$ cat config.mk
export PLATFORM = sky130hd
export DESIGN_NAME = i_compare
export DESIGN_NICKNAME = d
export VERILOG_FILES = /design/src/rtl/i_compare.sv
export SDC_FILE = /design/constraint.sdc
export NUM_CORES = 1
export LEC_CHECK = 0
export ABC_CLOCK_PERIOD_IN_PS = 5700
export CAP_MARGIN = 30
export CORE_MARGIN = 2
export CORE_UTILIZATION = 40
export DETAILED_ROUTE_END_ITERATION = 7
export PLACE_DENSITY = 0.68
export SETUP_SLACK_MARGIN = 0.5
export SLEW_MARGIN = 10
export SYNTH_ARGS = -nofsm -noshare
export SYNTH_HDL_FRONTEND = slang
export SYNTH_SLANG_ARGS = --single-unit
$ cat constraint.sdc
create_clock -name clk -period 5.7 [get_ports clk]
set_input_delay 0.855 -clock clk [delete_from_list [all_inputs] [get_ports clk]]
set_output_delay 0.855 -clock clk [all_outputs]
set_load 0.1 [all_outputs]
$ cat src/rtl/i_compare.sv
// Integer comparator for the ALU flag path: equality and signed/unsigned less-than,
// available combinationally and as a registered, enable-captured copy.
module i_compare #(
   parameter int WIDTH = 64
) (
   input  logic             clk,
   input  logic             rst_n,
   input  logic [WIDTH-1:0] a,
   input  logic [WIDTH-1:0] b,
   input  logic             is_unsigned,
   input  logic             en,
   output logic             zero,
   output logic             negitive,
   output logic             zero_q,
   output logic             negitive_q,
   output logic             valid_q
);

   logic [WIDTH:0] diff;
   logic           ovf;

   // One subtractor serves both modes: the extra top bit is the unsigned borrow.
   assign diff = {1'b0, a} - {1'b0, b};

   // Signed overflow only when the operand signs differ and the result sign flips from a.
   assign ovf = (a[WIDTH-1] != b[WIDTH-1]) && (diff[WIDTH-1] != a[WIDTH-1]);

   assign zero     = (diff[WIDTH-1:0] == '0);
   assign negitive = is_unsigned ? diff[WIDTH] : (diff[WIDTH-1] ^ ovf);

   always_ff @(posedge clk or negedge rst_n) begin
      if (!rst_n) begin
         zero_q     <= 1'b0;
         negitive_q <= 1'b0;
         valid_q    <= 1'b0;
      end else if (en) begin
         zero_q     <= zero;
         negitive_q <= negitive;
         valid_q    <= 1'b1;
      end
   end

endmodule

; Word level (Yosys, flattened, before mapping)
; Index checks and enable logic that the tools add are counted.
[classes]
n_reduce_logical = 2
mux = 1
n_bitwise = 1
n_eq_ne = 2
addsub = 1
[op_table]
columns = cell, n
row1 = subtractor 64 x 64 -> 65 bit, 1
row2 = logical NOT 64 bit, 1
row3 = != test 1 bit, 2
row4 = logical AND 1 bit, 1
row5 = two-way mux 1 bit, 1
row6 = bitwise XOR 1 bit, 1
[totals]
out_inout_bits = 5
regBits = 3
word_cells = 10

; Depth between registers and ports, before layout
; Gate-level depths: netlist of run 1.
[logic_depth]
word_depth = 5
mapped_depth = 22
depth_no_buf = 21

; Worst setup path before layout of run 1
; Ideal clock, no wire load.
[synth_path]
kind = input-to-output
startpoint = input b[42]
endpoint = output zero
path_stages = 22
t_arrival_ns = 5.208
path_slack_ns = -0.363
cell_sequence = inv_1 -> ha_1 -> clkbuf_1 -> nand4_1 -> nor2_1 -> nand2_1 -> a311oi_1 -> nor4_1 -> o21ai_0 -> a21o_1 -> a21oi_1 -> fa_1 -> nand3_1 -> a21oi_1 -> o31ai_1 -> nor4_1 -> o211ai_1 -> nor4_1 -> nand4_1 -> nor4_1 -> and4_1 -> and3_1
[synth_via]
elab_chain_len = 2
[synth_rtl]
columns = item, line
row1 = from (decl), 9  ; input logic [WIDTH-1:0] b,
row2 = subtractor 64 x 64 -> 65 bit, 23  ; assign diff = {1'b0, a} - {1'b0, b};
row3 = logical NOT 64 bit, 28  ; assign zero = (diff[WIDTH-1:0] == '0);
row4 = to (decl), 12  ; output logic zero,
; No other way between the ends.

; Final worst setup path of run 1
[layout_path]
startpoint = input b[17]
endpoint = output zero
; Same word-level chain as after synthesis.

==> metrics.yaml, run 1 <==
status:
  outcome: "finished, violations left"
  violations: "negative setup slack"
floorplanning:
  chipHeight_um: 116
  dieArea_sq_mm: 0.0134
  start_util_pct: 41.4
  std_cell_rows: 40
  core_area_sq_mm: 0.0121
  die_x_um: 116
  ios: 137
cts:
  cts_buffers: 3
  cts_tree: "built"
  cts_hold_buf: 0
  cts_buffer_depth: 2
  clkLatencyLatePin_ns: 0.23
  cts_sinks: 3
  clock-root-buffer: "clkbuf_16"
  htreeDepth: 1
  path_clk_slew_ns: 0.03
sta:
  final.period_utilization_pct: 105
  tns_ns: -0.274
  fmax_ghz: 0.167
  finalWorstSetupSlack_ns: -0.274
  fin_worst_skew_ns: 0
  drv_slew: 0
  grt_setup_unrepaired: "true"
  finalSetupViolCount: 1
  worstMarginPinSlew_ns: 1.02
  finalCriticalPeriod_ns: 5.97
  relSlewSlack_pct: 31.5
  hold_viol_final: 0
layout:
  layout-drive-gt1-share_pct: 45.8
  final_area_sq_mm: 0.00941
  regArea_sq_um: 75.1
  fillCellCount: 898
  postLayoutCoreUtil_pct: 77.7
  antenna_cells: 0
  multi_input_area_sq_mm: 0.00544
  nets: 1383
  area_growth_pct: 87.9
routing:
  avgViaCountPerCell: 5.90
  totalWireLength_um: 26200
  antenna_left: 0
  post-route-drc-count: 0
  vias: 7988
  first_pass_iters: 5
  wl_per_cell_um: 19.4
  drt_iter0_drc: 692
setup_path:
  worstPathRequired_ns: 4.85
  worstSetupPathType: "in -> out"
  cp-start-kind: "primary input"
  r2r-end: "zero_q"
  r2r_cells: 2
  r2r_setup_slack_ns: 4.88
  worst-path-max-fanout: 4
  r2r-start: "zero_q"
  endpoint_kind: "output pin"
  worstPathArrival_ns: 5.12
global_routing:
  grt_max_degree: 10
  antenna_found_initial: 0
  grt.total_usage_pct: 37.4
  grt_pass1_wl_um: 39800
  grt.overflow.total: 0
  grt_pass1_vias: 8002
pwr:
  powerDensity_mw_per_mm2: 128
  peakVddDrop_uv: 129
  p_leak_nw: 4.19
  p_total_mw: 1.20
placed_design:
  place_ws_ns: -0.678
  place_area_sq_mm: 0.00800
  gp_congestion: 1.04
  place_hpwl_um: 18300
  port_buffers: 136
min_path:
  hold_end: "valid_q"
  min_from: "valid_q"
  hp-class: "reg -> reg"
  hold_depth: 1
yosys:
  ys_ff_latch: 3
  synth_cell_types: 77
  synth_edf_count: 0
  syn_inst: 790
  synth_warnings: 0
  syn_nets: 987
  yosys_most_used_dff: "dfrtp_1"
  async_reset_ff_share_pct: 100
  synthesis.area_sq_mm: 0.00501
  synth_seq_area_share_pct: 1.50
  syn_avg_cell_area_sq_um: 6.34
job:
  maxCapViolCount: 0
[per-layer routing]
| metal | part of all wire, % | track usage (%) |
|---|---|---|
| met2 | 49 | 68.6 |
| met5 | 0 | 0 |
| met4 | 5.5 | 18.6 |
| met3 | 7.2 | 3.09 |
| met1 | 38 | 43.4 |
[stage by stage]
step,hold WS (ns),cells
3_3_place_gp,0.448,1268
6_report,0.479,1353
2_1_floorplan,0.559,790
3_5_place_dp,0.451,1268
4_1_cts,0.476,1345
5_1_grt,0.487,1353
[area by class of cell]
| class | count | share of cell area, % |
|---|---|---|
| Multi-Input combinational cell | 676 | 57.8 |
| Sequential cell | 3 | 0.798 |
| Tap cell | 168 | 2.23 |
| Timing Repair Buffer | 428 | 35.4 |
| Clock buffer | 4 | 0.837 |
| Inverter | 74 | 3.00 |
[report_power, final]
group	switching [mW]	internal, mW
Sequential	0.00107	0.0227
Clock	0.0233	0.0927
Combinational	0.553	0.508
[critical path, stage by stage]
cell      delay (ns)
buf_6           0.08
inv_4           0.03
ha_4            0.27
nand4_4         0.12
nor3_4          0.26
o211ai_1        0.22
a311oi_4        0.37
nor4_2          0.09
o21ai_1         0.17
a21o_1          0.16
a21oi_2         0.07
fa_1            0.49
nand3_2         0.08
a21oi_2         0.12
o31ai_2         0.08
nor4_1          0.23
o211ai_1        0.16
nor4_1          0.31
nand4_1         0.14
nor4_2          0.16
and4_1          0.27
and3_4          0.21
buf_12          0.17
[sequential cells by signal (all words and copies together), names as in the netlist]
name	count
valid_q	1
zero_q	1
negitive_q	1
[synthesized netlist by cell type, types with 4 or more instances]
library cell,number,area [sq um]
a211oi_1,12,90.1
a21o_1,13,97.6
a21oi_1,89,445
a21oi_2,7,61.3
a31oi_1,12,75.1
and3_1,7,43.8
buf_2,17,85.1
buf_4,4,30.0
buf_6,4,45.0
clkbuf_1,12,45.0
ha_1,64,801
inv_1,74,278
mux2i_1,6,60.1
nand2_1,93,349
nand2b_1,10,62.6
nand3_1,21,105
nand4_1,33,206
nor2_1,62,233
nor2b_1,5,31.3
nor3_1,23,115
nor4_1,12,75.1
o2111ai_1,7,61.3
o211ai_1,9,67.6
o21a_1,14,105
o21ai_0,44,220
o21ai_1,15,75.1
o21bai_1,5,37.5
o22ai_1,4,25.0
or3_1,4,25.0
or4_1,4,30.0
xnor2_1,18,158
xor2_1,16,140
[worst max-delay path by stage]
stage | start | slack [ns] | end | cells after the start
finish | b[17] | -0.27 | zero | 23
global route | b[16] | -0.38 | zero | 23
CTS | b[17] | -0.1 | zero | 23
detailed placement | b[38] | -0.68 | zero | 23
global placement | b[34] | -0.58 | zero | 23
floorplan | b[25] | 0.18 | zero | 21
[what timing repair did]
action	CTS	global route
setup buffers	73	8
pin swaps	94	65
resized for setup	382	88
endpoints found under the setup margin	1	1
[placed cells by master (no fill, tap or decap), types with 17 or more instances in the layout]
cell type        netlist  final
a21oi_1               89     80
buf_2                 17     19
buf_4                  4    286
buf_6                  4     20
clkbuf_2               0     29
clkdlybuf4s50_1        0     21
dlygate4sd2_1          0     37
ha_4                   0     55
inv_1                 74     19
inv_2                  0     53
nand2_1               93     86
nand3_1               21     17
nand4_1               33     33
nor2_1                62     58
nor3_1                23     23
o21ai_0               44     39
xnor2_1               18     18
[cells by family after synthesis]
kind of cell / Yosys count / synth area share (%)
compound gates: 280 / 36.9
xor+xnor: 34 / 5.95
fa+ha+maj: 65 / 16.4
buf+inv: 111 / 9.64
flops: 3 / 1.50
mux: 7 / 1.42
simple gates: 290 / 28.2
Note: power is estimated with default switching activity, not from simulation.
==> run 2: changes to the inputs <==
CORE_UTILIZATION = 35   (was 40)
PLACE_DENSITY = not set   (was 0.68)
==> run 2 against run 1 <==
  * The flow still finishes with violations (negative setup slack)
  * Setup slack got worse by 0.025 ns
  * Total power increased by 0.79%
  * Sequential share of layout area about the same
  * Routed wire length decreased by 5.9%
  * Register-to-register slack about the same
  * Maximum frequency decreased by 0.41%
  * Worst hold slack improved by 0.010 ns
  * Critical path type unchanged
  * Largest power group unchanged
  * Highest routed layer unchanged
==> metrics.yaml, run 2 (synthesis results as in run 1) <==
sta:
  finalSetupViolCount: 1  # unchanged
  relSlewSlack_pct: 33.1  # +1.6 points
  hold_viol_final: 0  # unchanged
  finalWorstSetupSlack_ns: -0.298  # -0.0249 ns
  drv_slew: 0  # unchanged
  worstMarginPinSlew_ns: 1.00  # -0.0245 ns
  fmax_ghz: 0.167  # -0.41%
  final.period_utilization_pct: 105  # +0.44 points
  fin_worst_skew_ns: 0  # unchanged
  tns_ns: -0.298  # -0.0249 ns
  finalCriticalPeriod_ns: 6.00  # +0.0249 ns
  grt_setup_unrepaired: "true"
routing:
  avgViaCountPerCell: 5.68  # -3.8%
  drt_iter0_drc: 667  # -3.6%
  wl_per_cell_um: 18.0  # -7.2%
  vias: 7796  # -2.4%
  post-route-drc-count: 0  # unchanged
  totalWireLength_um: 24700  # -5.9%
  first_pass_iters: 8  # +3
  antenna_left: 0  # unchanged
setup_path:
  worstPathArrival_ns: 5.14  # +0.02 ns
  critical-path-top-delay-family: "buffers and inverters"
  endpoint_kind: "output pin"
  crit_path_top_delay_cell: "nor4_1"
  worstPathRequired_ns: 4.85  # about the same
  worst-path-max-fanout: 3  # -1
  worstSetupPathType: "in -> out"
  path_common_cell: "buf_4"
  cp_num_buf_inv: 17  # +14
  cp-start-kind: "primary input"
  cpPeakStageDelay_ns: 0.39  # -0.10 ns
floorplanning:
  dieArea_sq_mm: 0.0153  # +14%
  core_area_sq_mm: 0.0139  # +15%
  ios: 137  # unchanged
  die_x_um: 124  # +6.7%
  start_util_pct: 35.9  # -5.4 points
  chipHeight_um: 124  # +6.7%
  std_cell_rows: 43  # +7.5%
pwr:
  swShare_pct: 47.2  # -0.90 points
  p_comb_share_pct: 88.5  # about the same
  p_leak_nw: 4.26  # +1.7%
  power.internal_mw: 0.639  # +2.5%
  p_total_mw: 1.21  # +0.79%
  power_switching_mw: 0.571  # -1.1%
  pwr-share-seq_pct: 2.0  # about the same
  pwr-share-clk_pct: 9.6  # about the same
  powerDensity_mw_per_mm2: 126  # -1.1%
  peakVddDrop_uv: 88.7  # -31%
job:
  maxCapViolCount: 0  # unchanged
cts:
  clkLatencyLatePin_ns: 0.23  # about the same
  cts_buffers: 3  # unchanged
  cts_buffer_depth: 2  # unchanged
  cts_sinks: 3  # unchanged
  htreeDepth: 1  # unchanged
  path_clk_slew_ns: 0.03  # about the same
  clock-root-buffer: "clkbuf_16"
  cts_tree: "built"
  cts_hold_buf: 0  # unchanged
global_routing:
  grt_pass1_vias: 7789  # -2.7%
  grt_pass1_wl_um: 38500  # -3.1%
  grt.total_usage_pct: 31.6  # -5.8 points
  grt.overflow.total: 0  # unchanged
  grt_max_degree: 11  # +1
  antenna_found_initial: 0  # unchanged
layout:
  reg_top3: "negitive_q (1), valid_q (1), zero_q (1)"
  nets: 1391  # +0.58%
  area_growth_pct: 91.5
  antenna_cells: 0  # unchanged
  postLayoutCoreUtil_pct: 68.8  # -8.9 points
  final_common_cell: "buf_4"
  final_cell_mix: "buf_4, nand2_1, a21oi_1, nor2_1, ha_4"
  layout-drive-gt1-share_pct: 46.2  # +0.36 points
placed_design:
  place_hpwl_um: 18400  # +0.59%
  gp_congestion: 0.976  # -6.1%
  port_buffers: 136  # unchanged
status:
  violations: "negative setup slack"
  outcome: "finished, violations left"
min_path:
  hp-class: "reg -> reg"
==> run 2: power by group through the flow <==
stage          logic [mW]  clock network (mW)  registers (mW)
2_1_floorplan       0.451                   0          0.0324
3_3_place_gp        0.868                   0          0.0234
3_5_place_dp        0.867                   0          0.0234
4_1_cts              1.01               0.115          0.0232
5_1_grt              1.15               0.118          0.0237
6_report             1.07               0.116          0.0237
==> run 2: worst register-to-register path: stages (launching register included) <==
cell,delay (ns)
dfrtp_1,0.36
nor2b_1,0.13
a41o_1,0.20
==> run 2: what timing repair did <==
item / in CTS / in global routing
setup buffers: 75 / 14
pin swaps: 104 / 36
gates resized for setup: 422 / 63
setup endpoints to repair: 2 / 2
==> run 2: area by class of cell <==
cell class                 instances  area, sq um
clock buffer                       4         78.8
fill                            1195         4340
inverter                          74          278
multi-input combinational        676         5490
sequential                         3         75.1
tap                              180          225
timing repair buffer             436         3440
==> run 2: path summary, 6_finish.rpt <==
check | endpoint | cells past startpoint | slack [ns] | from
max | zero | 27 | -0.30 | a[8]
min | valid_q | 1 | 0.49 | valid_q
max reg2reg | zero_q | 2 | 4.89 | zero_q
min reg2reg | valid_q | 1 | 0.49 | valid_q
max in group asynchronous | negitive_q | 1 | 4.71 | rst_n
min in group asynchronous | zero_q | 1 | 0.83 | rst_n
==> run 2: per-layer routing <==
metal / GRT usage [%] / share of wire (%) / vias up
met2: 57.2 / 50 / 334
met4: 10.9 / 3.6 / 0
li1: - / - / 3738
met5: 0 / 0 / -
met3: 2.29 / 5.7 / 68
met1: 39.3 / 41 / 3656
==> run 2: stage by stage <==
stage | instance area [sq um] | hold WS, ns | setup slack (ns) | cells
floorplan | 5030 | 0.559 | 0.177 | 790
global placement | 8010 | 0.457 | -0.530 | 1280
detailed placement | 8010 | 0.461 | -0.682 | 1280
CTS | 9480 | 0.467 | -0.111 | 1359
global route | 9590 | 0.488 | -0.457 | 1373
finish | 9590 | 0.490 | -0.298 | 1373
==> run 3: changes to the inputs <==
CTS_BUF_LIST = sky130_fd_sc_hd__clkbuf_4 sky130_fd_sc_hd__clkbuf_8   (was not set)
==> run 3 against run 2 <==
  * The run still ends with negative setup slack left
  * Sequential share of layout area about the same
  * Critical path depth unchanged
  * Non-clock buffer count unchanged
  * Core utilization down 0.15 points
  * Largest cell class unchanged
  * Largest power group unchanged
==> metrics.yaml, run 3 (synthesis results as in run 1) <==
setup_path:
  worst-path-max-fanout: 3  # unchanged
  r2r_setup_slack_ns: 4.87  # -0.02 ns
  worstPathArrival_ns: 5.13  # about the same
  worstSetupPathType: "in -> out"
  endpoint_kind: "output pin"
  crit_path_top_delay_cell: "nor4_1"
  path_common_cell: "buf_4"
  cp-start-kind: "primary input"
  critical-path-top-delay-family: "buffers and inverters"
  cpPeakStageDelay_ns: 0.40  # about the same
  cp_num_buf_inv: 17  # unchanged
  worstPathRequired_ns: 4.85  # about the same
layout:
  nets: 1391  # unchanged
  reg_top3: "negitive_q (1), valid_q (1), zero_q (1)"
  layout-drive-gt1-share_pct: 46.2  # unchanged
  area_growth_pct: 91.1
  final_cell_mix: "buf_4, nand2_1, a21oi_1, nor2_1, ha_4"
  layout.cells.non_filler: 1373  # unchanged
  postLayoutCoreUtil_pct: 68.7  # -0.15 points
  final_common_cell: "buf_4"
  antenna_cells: 0  # unchanged
global_routing:
  antenna_found_initial: 0  # unchanged
  grt_max_degree: 11  # unchanged
  grt.total_usage_pct: 31.7  # +0.12 points
  grt_pass1_wl_um: 38500  # -0.14%
  grt.overflow.total: 0  # unchanged
  grt_pass1_vias: 7794  # +0.064%
routing:
  first_pass_iters: 5  # -3
  antenna_left: 0  # unchanged
  vias: 7779  # -0.22%
  totalWireLength_um: 24800  # +0.52%
  wl_per_cell_um: 18.1  # +0.52%
  avgViaCountPerCell: 5.67  # -0.22%
  drt_iter0_drc: 672  # +0.75%
  post-route-drc-count: 0  # unchanged
cts:
  cts_buffers: 3  # unchanged
  htreeDepth: 1  # unchanged
  clock-root-buffer: "clkbuf_8"
  path_clk_slew_ns: 0.03  # about the same
  cts_buffer_depth: 2  # unchanged
  cts_sinks: 3  # unchanged
  cts_tree: "built"
  cts_hold_buf: 0  # unchanged
  clkLatencyLatePin_ns: 0.22  # about the same
pwr:
  powerDensity_mw_per_mm2: 122  # -3.6%
  peakVddDrop_uv: 57.9  # -35%
  p_leak_nw: 4.25  # -0.28%
  p_total_mw: 1.16  # -3.8%
floorplanning:
  start_util_pct: 35.9  # unchanged
  ios: 137  # unchanged
  core_area_sq_mm: 0.0139  # unchanged
  dieArea_sq_mm: 0.0153  # unchanged
  die_x_um: 124  # unchanged
  chipHeight_um: 124  # unchanged
  std_cell_rows: 43  # unchanged
status:
  violations: "negative setup slack"
  outcome: "finished, violations left"
min_path:
  hp-class: "reg -> reg"
sta:
  final.period_utilization_pct: 105  # -0.18 points
  grt_setup_unrepaired: "true"
  worstMarginPinSlew_ns: 0.985  # -0.0150 ns
  holdWs_ns: 0.476  # -0.0133 ns
  finalWorstSetupSlack_ns: -0.288  # +0.0104 ns
  finalSetupViolCount: 1  # unchanged
  finalCriticalPeriod_ns: 5.99  # -0.0104 ns
  drv_slew: 0  # unchanged
  relSlewSlack_pct: 34.1  # +1.0 points
  fmax_ghz: 0.167  # +0.17%
  hold_viol_final: 0  # unchanged
  fin_worst_skew_ns: 0  # unchanged
placed_design:
  port_buffers: 136  # unchanged
  place_ws_ns: -0.682  # unchanged
  gp_congestion: 0.976  # unchanged
  placedCellCount: 1280  # unchanged
  place_hpwl_um: 18400  # unchanged
job:
  maxCapViolCount: 0  # unchanged
## run 3: cell count changes in the layout (fill, tap and decap cells not counted), moves of 2 or more
cell / change
clkbuf_8: +3
clkbuf_2: -6
buf_2: +3
clkdlybuf4s15_1: +2
clkbuf_16: -3
## run 3: area by class of cell
type,instances,area (sq um)
repair buffers,436,3450
well taps,180,225
flip-flops and latches,3,75.1
inverters,74,278
clock buffers,4,48.8
fillers,1217,4370
multi-input cells,676,5490
## run 3: final timing paths
check | cells past startpoint | end | start
hold / removal | 1 | valid_q | valid_q
setup / recovery | 27 | zero | a[8]
min in group asynchronous | 1 | zero_q | rst_n
setup reg to reg | 2 | zero_q | zero_q
hold reg to reg | 1 | valid_q | valid_q
max in group asynchronous | 1 | negitive_q | rst_n
## run 3: through the flow
stage,instance area (sq um),TNS (ns)
3_3_place_gp,8010,-0.530
6_report,9570,-0.288
5_1_grt,9570,-0.517
4_1_cts,9440,-0.111
2_1_floorplan,5030,0
3_5_place_dp,8010,-0.682
## run 3: layer usage
metal / up-vias / wire, um / share of wire [%] / global-route usage [%]
li1: 3737 / - / - / -
met1: 3654 / 10100 / 41 / 38.7
met2: 320 / 12500 / 50 / 58.2
met3: 68 / 1380 / 5.6 / 2.34
met4: 0 / 872 / 3.5 / 11.0
met5: - / 0 / 0 / 0
## run 3: power breakdown
group	switching (mW)	total (mW)	internal, mW	leakage, nW
sequential	0.000586	0.0232	0.0226	0.0345
clock	0.0168	0.0695	0.0527	0.0262
combinational	0.548	1.07	0.523	4.19
total	0.566	1.16	0.599	4.25
## run 3: timing repair
item / CTS / global route
hold endpoints to repair: 0 / 0
pin swaps: 104 / 38
setup buffers: 74 / 15
endpoints found under the setup margin: 2 / 2
resized for setup: 421 / 62
